**src/rtl/nn_instr_issuer.sv**
```systemverilog
// Command FIFO plus IDLE/HOLD/GAP sequencer that replays host words onto the 38-bit nn instruction bus.
// Optional build macro ISSUER_CHECK_EN enables push-time legality checking and the sticky cmd_err flag.
module nn_instr_issuer #(
  parameter int DEPTH      = 8,
  parameter int HOLD_W     = 8,
  parameter int GAP_CYCLES = 1
) (
  input  logic                     clk,
  input  logic                     rst,
  input  logic                     cmd_valid,
  output logic                     cmd_ready,
  input  logic [37:0]              cmd_instr,
  input  logic [HOLD_W-1:0]        cmd_hold,
  input  logic                     run,
  input  logic                     flush,
  output logic [37:0]              instruction,
  output logic                     busy,
  output logic                     done,
  output logic [$clog2(DEPTH):0]   fifo_count,
  output logic                     cmd_err
);

  localparam int AW = $clog2(DEPTH);
  localparam int CW = AW + 1;
  localparam int EW = 38 + HOLD_W;
  localparam int GW = (GAP_CYCLES > 1) ? $clog2(GAP_CYCLES) : 1;
  localparam logic [GW-1:0] GAP_INIT = (GAP_CYCLES > 0) ? GW'(GAP_CYCLES - 1) : '0;

  typedef enum logic [1:0] {S_IDLE, S_HOLD, S_GAP} state_t;

  state_t            state_q, state_d;
  logic [37:0]       instr_q, instr_d;
  logic [HOLD_W-1:0] hold_q, hold_d;
  logic [GW-1:0]     gap_q, gap_d;
  logic              done_q, done_d;
  logic [AW-1:0]     wr_ptr_q, wr_ptr_d, rd_ptr_q, rd_ptr_d;
  logic [CW-1:0]     count_q, count_d;
  logic [EW-1:0]     mem_q [DEPTH];

  logic              empty, full, push_acc, push_wr, pop, can_pop, illegal;
  logic [EW-1:0]     head;
  logic [37:0]       head_instr;
  logic [HOLD_W-1:0] head_hold;

`ifdef ISSUER_CHECK_EN
  logic err_q, err_d;

  // Illegal: more than one load strobe, address 3, or any reserved bit set.
  function automatic logic bad_word(input logic [37:0] w);
    logic multi_load;
    multi_load = (w[18] & w[19]) | (w[18] & w[20]) | (w[19] & w[20]);
    return multi_load | (w[17:16] == 2'b11) | (|w[37:24]);
  endfunction

  assign illegal = bad_word(cmd_instr);
  assign err_d   = flush ? 1'b0 : (err_q | (push_acc & illegal));
  assign cmd_err = err_q;

  always_ff @(posedge clk or negedge rst) begin
    if (!rst) err_q <= 1'b0;
    else      err_q <= err_d;
  end
`else
  assign illegal = 1'b0;
  assign cmd_err = 1'b0;
`endif

  assign empty      = (count_q == '0);
  assign full       = (count_q == CW'(DEPTH));
  assign cmd_ready  = !full && !flush;
  assign push_acc   = cmd_valid && cmd_ready;
  assign push_wr    = push_acc && !illegal;
  assign can_pop    = run && !empty;
  assign head       = mem_q[rd_ptr_q];
  assign head_instr = head[EW-1:HOLD_W];
  assign head_hold  = head[HOLD_W-1:0];

  // Storage holds data only; occupancy is tracked by the reset pointers/count.
  always_ff @(posedge clk) begin
    if (push_wr) mem_q[wr_ptr_q] <= {cmd_instr, cmd_hold};
  end

  always_comb begin
    wr_ptr_d = wr_ptr_q;
    rd_ptr_d = rd_ptr_q;
    count_d  = count_q;
    if (flush) begin
      wr_ptr_d = '0;
      rd_ptr_d = '0;
      count_d  = '0;
    end else begin
      wr_ptr_d = wr_ptr_q + AW'(push_wr);
      rd_ptr_d = rd_ptr_q + AW'(pop);
      count_d  = count_q + CW'(push_wr) - CW'(pop);
    end
  end

  always_comb begin
    state_d = state_q;
    instr_d = instr_q;
    hold_d  = hold_q;
    gap_d   = gap_q;
    done_d  = 1'b0;
    pop     = 1'b0;
    if (flush) begin
      state_d = S_IDLE;
      instr_d = '0;
      hold_d  = '0;
      gap_d   = '0;
    end else begin
      case (state_q)
        S_IDLE: begin
          instr_d = '0;
          if (can_pop) begin
            pop     = 1'b1;
            instr_d = head_instr;
            hold_d  = head_hold;
            state_d = S_HOLD;
          end
        end
        S_HOLD: begin
          if (hold_q != '0) begin
            hold_d = hold_q - HOLD_W'(1);
          end else if (GAP_CYCLES > 0) begin
            instr_d = '0;
            gap_d   = GAP_INIT;
            state_d = S_GAP;
          end else if (can_pop) begin
            pop     = 1'b1;
            instr_d = head_instr;
            hold_d  = head_hold;
          end else begin
            instr_d = '0;
            state_d = S_IDLE;
            done_d  = empty;
          end
        end
        S_GAP: begin
          instr_d = '0;
          if (gap_q != '0) begin
            gap_d = gap_q - GW'(1);
          end else if (can_pop) begin
            pop     = 1'b1;
            instr_d = head_instr;
            hold_d  = head_hold;
            state_d = S_HOLD;
          end else begin
            state_d = S_IDLE;
            done_d  = empty;
          end
        end
        default: begin
          state_d = S_IDLE;
          instr_d = '0;
        end
      endcase
    end
  end

  always_ff @(posedge clk or negedge rst) begin
    if (!rst) begin
      state_q  <= S_IDLE;
      instr_q  <= '0;
      hold_q   <= '0;
      gap_q    <= '0;
      done_q   <= 1'b0;
      wr_ptr_q <= '0;
      rd_ptr_q <= '0;
      count_q  <= '0;
    end else begin
      state_q  <= state_d;
      instr_q  <= instr_d;
      hold_q   <= hold_d;
      gap_q    <= gap_d;
      done_q   <= done_d;
      wr_ptr_q <= wr_ptr_d;
      rd_ptr_q <= rd_ptr_d;
      count_q  <= count_d;
    end
  end

  assign instruction = instr_q;
  assign busy        = (state_q != S_IDLE);
  assign done        = done_q;
  assign fifo_count  = count_q;

endmodule
```
**config.mk**
```make
export PLATFORM = sky130hd
export DESIGN_NAME = nn_instr_issuer
export DESIGN_NICKNAME = d
export VERILOG_FILES = /design/src/rtl/nn_instr_issuer.sv
export SDC_FILE = /design/constraint.sdc
export NUM_CORES = 1
export LEC_CHECK = 0
export ABC_CLOCK_PERIOD_IN_PS = 18200
export BUFFER_PORTS_ARGS = -buffer_cell sky130_fd_sc_hd__buf_4
export CORE_ASPECT_RATIO = 2
export CORE_MARGIN = 10
export CORE_UTILIZATION = 51
export CTS_CLUSTER_DIAMETER = 60
export DETAILED_ROUTE_END_ITERATION = 16
export PLACE_DENSITY = 0.69
export SYNTH_ARGS = -nofsm -noshare
export SYNTH_HDL_FRONTEND = slang
export SYNTH_SLANG_ARGS = --single-unit
```
**constraint.sdc**
```tcl
create_clock -name clk -period 18.2 [get_ports clk]
set_input_delay 1.82 -clock clk [delete_from_list [all_inputs] [get_ports clk]]
set_output_delay 1.82 -clock clk [all_outputs]
set_load 0.01 [all_outputs]
```
# --- Word level (Yosys, flattened, before mapping) ---
# Memories as Yosys holds them, arrays and structs flattened.
# Cells that the tools add are included.
word_totals:
  register_bits: 60
  ramBits: 368
  out_inout_bits: 46
  memories: 1
op_classes:
  n_addsub: 6
  n_eq_ne: 7
  mux: 33
  n_reduce_logical: 15
mem_list:
  columns: ["memory", "words", "width", "rd", "rd_clocked_by_memory_dff", "write_ports", "line", "text"]
  rows:
  - ["mem_q", 8, 46, 1, 0, 1, "38", "logic [EW-1:0] mem_q [DEPTH];"]
ops:
  columns: ["op", "count"]
  rows:
  - ["2-to-1 mux 38 bit", 4]
  - ["case mux 38 bit (3 select lines)", 1]
  - ["2-to-1 mux 8 bit", 4]
  - ["case mux 8 bit (3 select lines)", 1]
  - ["2-to-1 mux 1 bit", 13]
  - ["!= test 3 bit, second input constant", 4]
  - ["2-to-1 mux 2 bit", 4]
  - ["nonzero test 8 bit", 1]
  - ["subtractor 8 x 1 -> 8 bit, second input constant", 1]
  - ["adder 3 x 1 -> 3 bit", 2]
  - ["2-to-1 mux 3 bit", 2]
  - ["case mux 2 bit (3 select lines)", 1]
  - ["AND reduction 3 bit", 2]
  - ["adder 4 x 1 -> 4 bit", 1]
  - ["equality test 4 bit, second input constant", 1]
  - ["zero test 4 bit", 1]
  - ["2-to-1 mux 4 bit", 1]
  - ["case mux 1 bit (2 select lines)", 2]
  - ["nonzero test 4 bit", 1]
  - ["subtractor 4 x 1 -> 4 bit", 1]
  - ["logical AND 1 bit", 3]
  - ["zero test 1 bit", 3]
  - ["nonzero test 3 bit", 1]
  - ["equality test 2 x 1 -> 1 bit, second input constant", 1]
  - ["5 further kinds", 5]

# --- Depth between registers and ports, before layout ---
depth:
  word_depth: 9
  mapped_depth: 13

# --- Worst setup path before layout ---
# No wires, ideal clock.
synth_path:
  path_type: "in2reg"
  startpoint: "input flush"
  endpoint: "memory mem_q[0][0] (netlist name) (enable)"
  setup_ns: 0.564
  arrival_ns: 6.839
  required_ns: 17.636
  path_slack_ns: 10.798
  stages: 4
  path_cell_list: "clkbuf_1 > a21oi_1 > nand2_1 > nor4_1"
synth_via:
  elab_chain_len: 5
synth_rtl:
  columns: ["element", "line", "text"]
  rows:
  - ["start, declared", "15", "input logic flush,"]
  - ["zero test 1 bit", "70", "assign cmd_ready = !full && !flush;"]
  - ["logical AND 1 bit", "70", null]
  - ["net cmd_ready", "11", "output logic cmd_ready,"]
  - ["logical AND 1 bit", "71", "assign push_acc = cmd_valid && cmd_ready;"]
  - ["2-to-1 mux 1 bit", "80", "if (push_wr) mem_q[wr_ptr_q] <= {cmd_instr, cmd_hold};"]
  - ["2-to-1 mux 1 bit (implied by the code)", "80", null]
  - ["end, declared", "38", null]
# The timed path passes the listed nets, and every way through them passes these cells.

# --- Worst setup path after layout ---
layout_path:
  startpoint: "input flush"
  endpoint: "output cmd_ready"
layout_via:
  elab_chain_len: 2
layout_rtl:
  columns: ["element", "line"]
  rows:
  - ["zero test 1 bit", "70"]
  - ["logical AND 1 bit", "70"]
  - ["end, declared", "11"]
# Every way passes these cells.

==> metrics <==
Vias/cell 5.69; Critical Path Max Stage Delay around 190 ps; FMAX roughly 240 MHz; routed wire length around 32000 um; Post-Synth Simple-Gate Area 0.0292; largest net degree at the start of global routing 60; dpl cells between 1000 and 1500; RSZ-0062 raised after global routing no; pre-CTS setup slack approximately 14000 ps; total clock sinks about 430; r2r setup slk approximately 15000 ps; FF/Latch Area ~13000 um2; Final #Nets ~1000; Crit Path Max Fanout 21; Post-synth EDFFs 368; Post-Synth Adder-Cell Area 0.0103; Total Die Area just over 40000 um2; Area Overhead vs Synth 14.5%; leak pwr around 6.3 nW; grt total ovfl 0; Mapped Area 16400 um2; die height 274 um; initial antenna violation count 2; via count approximately 7800; share of the synthesized area in the top cell type 0.672; CTS HTree Levels 2; Die Span X 147 um; Detail Placement HPWL 17700 um; DP Area ~18000 um2; count of different cell masters after synthesis 45; max-slew violation count 0; post-route cell area 18800 um2; critical path's top delay family buffers and inverters; clock period minus worst slack 4170 ps; non-filler instance count after layout 1372; slew margin rel. 0.302; largest area contributor in the netlist edfxtp_1; wire length per cell 23.0 um; most used cell, CP buf_4; Post-DRT Antenna Nets 0; complex-gate fraction of the synthesized area 0.0288; CP Data Arrival Time approximately 2400 ps; first-pass GRT wire length between 40000 and 50000 um; number of placed I/O pins between 90 and 100; Clk Latency, worst-skew pair 530 ps; startpoint types input port; GP Congestion 0.849; Setup-failing EPs final 0; Resize count post-CTS 0; Critical Path RT approximately 16000 ps; Critical Path End Type output pin; top cells by area, synth edfxtp_1 (67%), mux4_2 (12%), dfrtp_1 (9.0%); Hold Slack about 480 ps; Critical-path top delay cell buf_4; Setup Buffers After CTS 0; post-synthesis average cell area slightly above 20 um2; min-delay worst type reg2reg; Crit path buffers/inverters 2; Worst-path clk slew approximately 70 ps; layout cells sized above 1 0.290; initial core utilization 0.514; Rows 93; setup ws final 14030 ps; Worst VDD drop between 70 and 80 uV; Final Cycle Share 0.229; clk_skew about 16 ps; clk root buf clkbuf_16; synth cell count leaders edfxtp_1 (368), mux4_2 (86), dfrtp_1 (59); # hold bufs at CTS 0; Fillers 2343; Core Box Area roughly 32000 um2; Max Buffers Root-to-Sink 3; Setup TNS Final 0 ps; Post-Syn Nets a little under 900; max-cap check violation count 0; first-pass detailed-route iteration total 4; CTS tree done; Final Hold Fails 0; gr usage total 0.158; Crit Path Class in2out; Worst-Margin Slew approximately 1000 ps; CP cell instances buf_4, a21oi_1, buf_4; Async S/R FF share, synth 0.138; Port-buffer cells 95; CTS Buf Count 36; outcome finished clean; FF+latch count, synth ~430; register area share after synthesis 0.762; Synth Area in XOR/XNOR 0.00266; mux contribution to synthesized area 0.151; Post-synth top flop edfxtp_1; P per Cell Area 121 nW/um2; DRT iter0 DRCs 429; vias in the first global route 8504; cell with the most instances after synthesis edfxtp_1; drc violations 0; Syn. warnings 0; largest family of logic cells by synthesized area multiplexers; Mapped Cells a little over 800; area occupied by multi-input gates around 3700 um2
layout make-up:
cell class	count	area share
inverters	12	0.00239
multi-input cells	334	0.197
flip-flops and latches	427	0.666
well taps	427	0.0284
clock inverters	19	0.0108
clock buffers	45	0.0529
diodes	1	0.000133
repair buffers	107	0.0427
power breakdown:
part	switching (W)	internal [W]	total [W]
registers	0.0000498	0.00111	0.00116
clock network	0.000332	0.000447	0.000779
logic	0.000175	0.000170	0.000346
worst reg2reg max path: cells and delay by family, from the launching register on:
family | cells | cell delay [ps]
AOI/OAI and AO/OA | 1 | 100
buffers and inverters | 1 | 880
DFF | 1 | 1070
muxes | 2 | 960
and+or+nand+nor | 1 | 180
path summary, 6_finish.rpt:
path / depth (start not counted) / end / start
min in group asynchronous: 1 / instruction[29] / rst
worst max-delay path: 3 / cmd_ready / flush
worst min register to register: 2 / instruction[31] / instruction[31]
max in group asynchronous: 1 / rd_ptr_q[1] / rst
worst min-delay path: 2 / instruction[31] / instruction[31]
worst max register to register: 5 / hold_q[1] / rd_ptr_q[0]
sequential cells by signal (all words and copies together) (netlist names):
signal	count
done	1
state_q	2
fifo_count	4
mem_q	368
wr_ptr_q	3
rd_ptr_q	3
instruction	38
hold_q	8
placed cells by master, fill, tap and decap left out, types with 4 or more instances in the layout:
cell type    n
clkbuf_8     4
dfrtp_1     56
a21oi_1      5
nand2_1     48
o21ai_0     48
bufinv_16    4
buf_4      107
a22oi_1      4
xnor2_1      4
o211ai_1     5
mux2i_1     41
edfxtp_1   368
mux4_2      86
nand2b_1     4
nor3_2       4
nor3_1       7
inv_6        4
inv_1       12
mux2_2      12
nor2_1       7
clkbuf_1     4
clkinv_2     5
nor2b_1      9
clkinv_1     6
ha_1        12
clkbuf_16   37
per-layer routing:
metal | wire length (um) | GRT usage | up-vias
li1 | - | - | 3475
met1 | 12200 | 0.185 | 4130
met2 | 17400 | 0.289 | 138
met3 | 1150 | 0.0244 | 62
met4 | 806 | 0.0550 | 2
met5 | 10 | 0 | -
stage by stage:
step,total power (W),util
floorplan,0.00142,-
global placement,0.00153,0.551
detailed placement,0.00154,0.551
CTS,0.00231,0.588
global route,0.00238,0.589
finish,0.00229,0.589
logic make-up after synthesis:
logic type               after synthesis
AND/OR/NAND/NOR                       97
adder cells (fa/ha/maj)               13
XOR/XNOR                               5
flip-flops                           427
other                                  1
AO/OA/AOI/OAI                         79
multiplexers                         139
buffers and inverters                 52
Power figures use the tool's default switching activity.
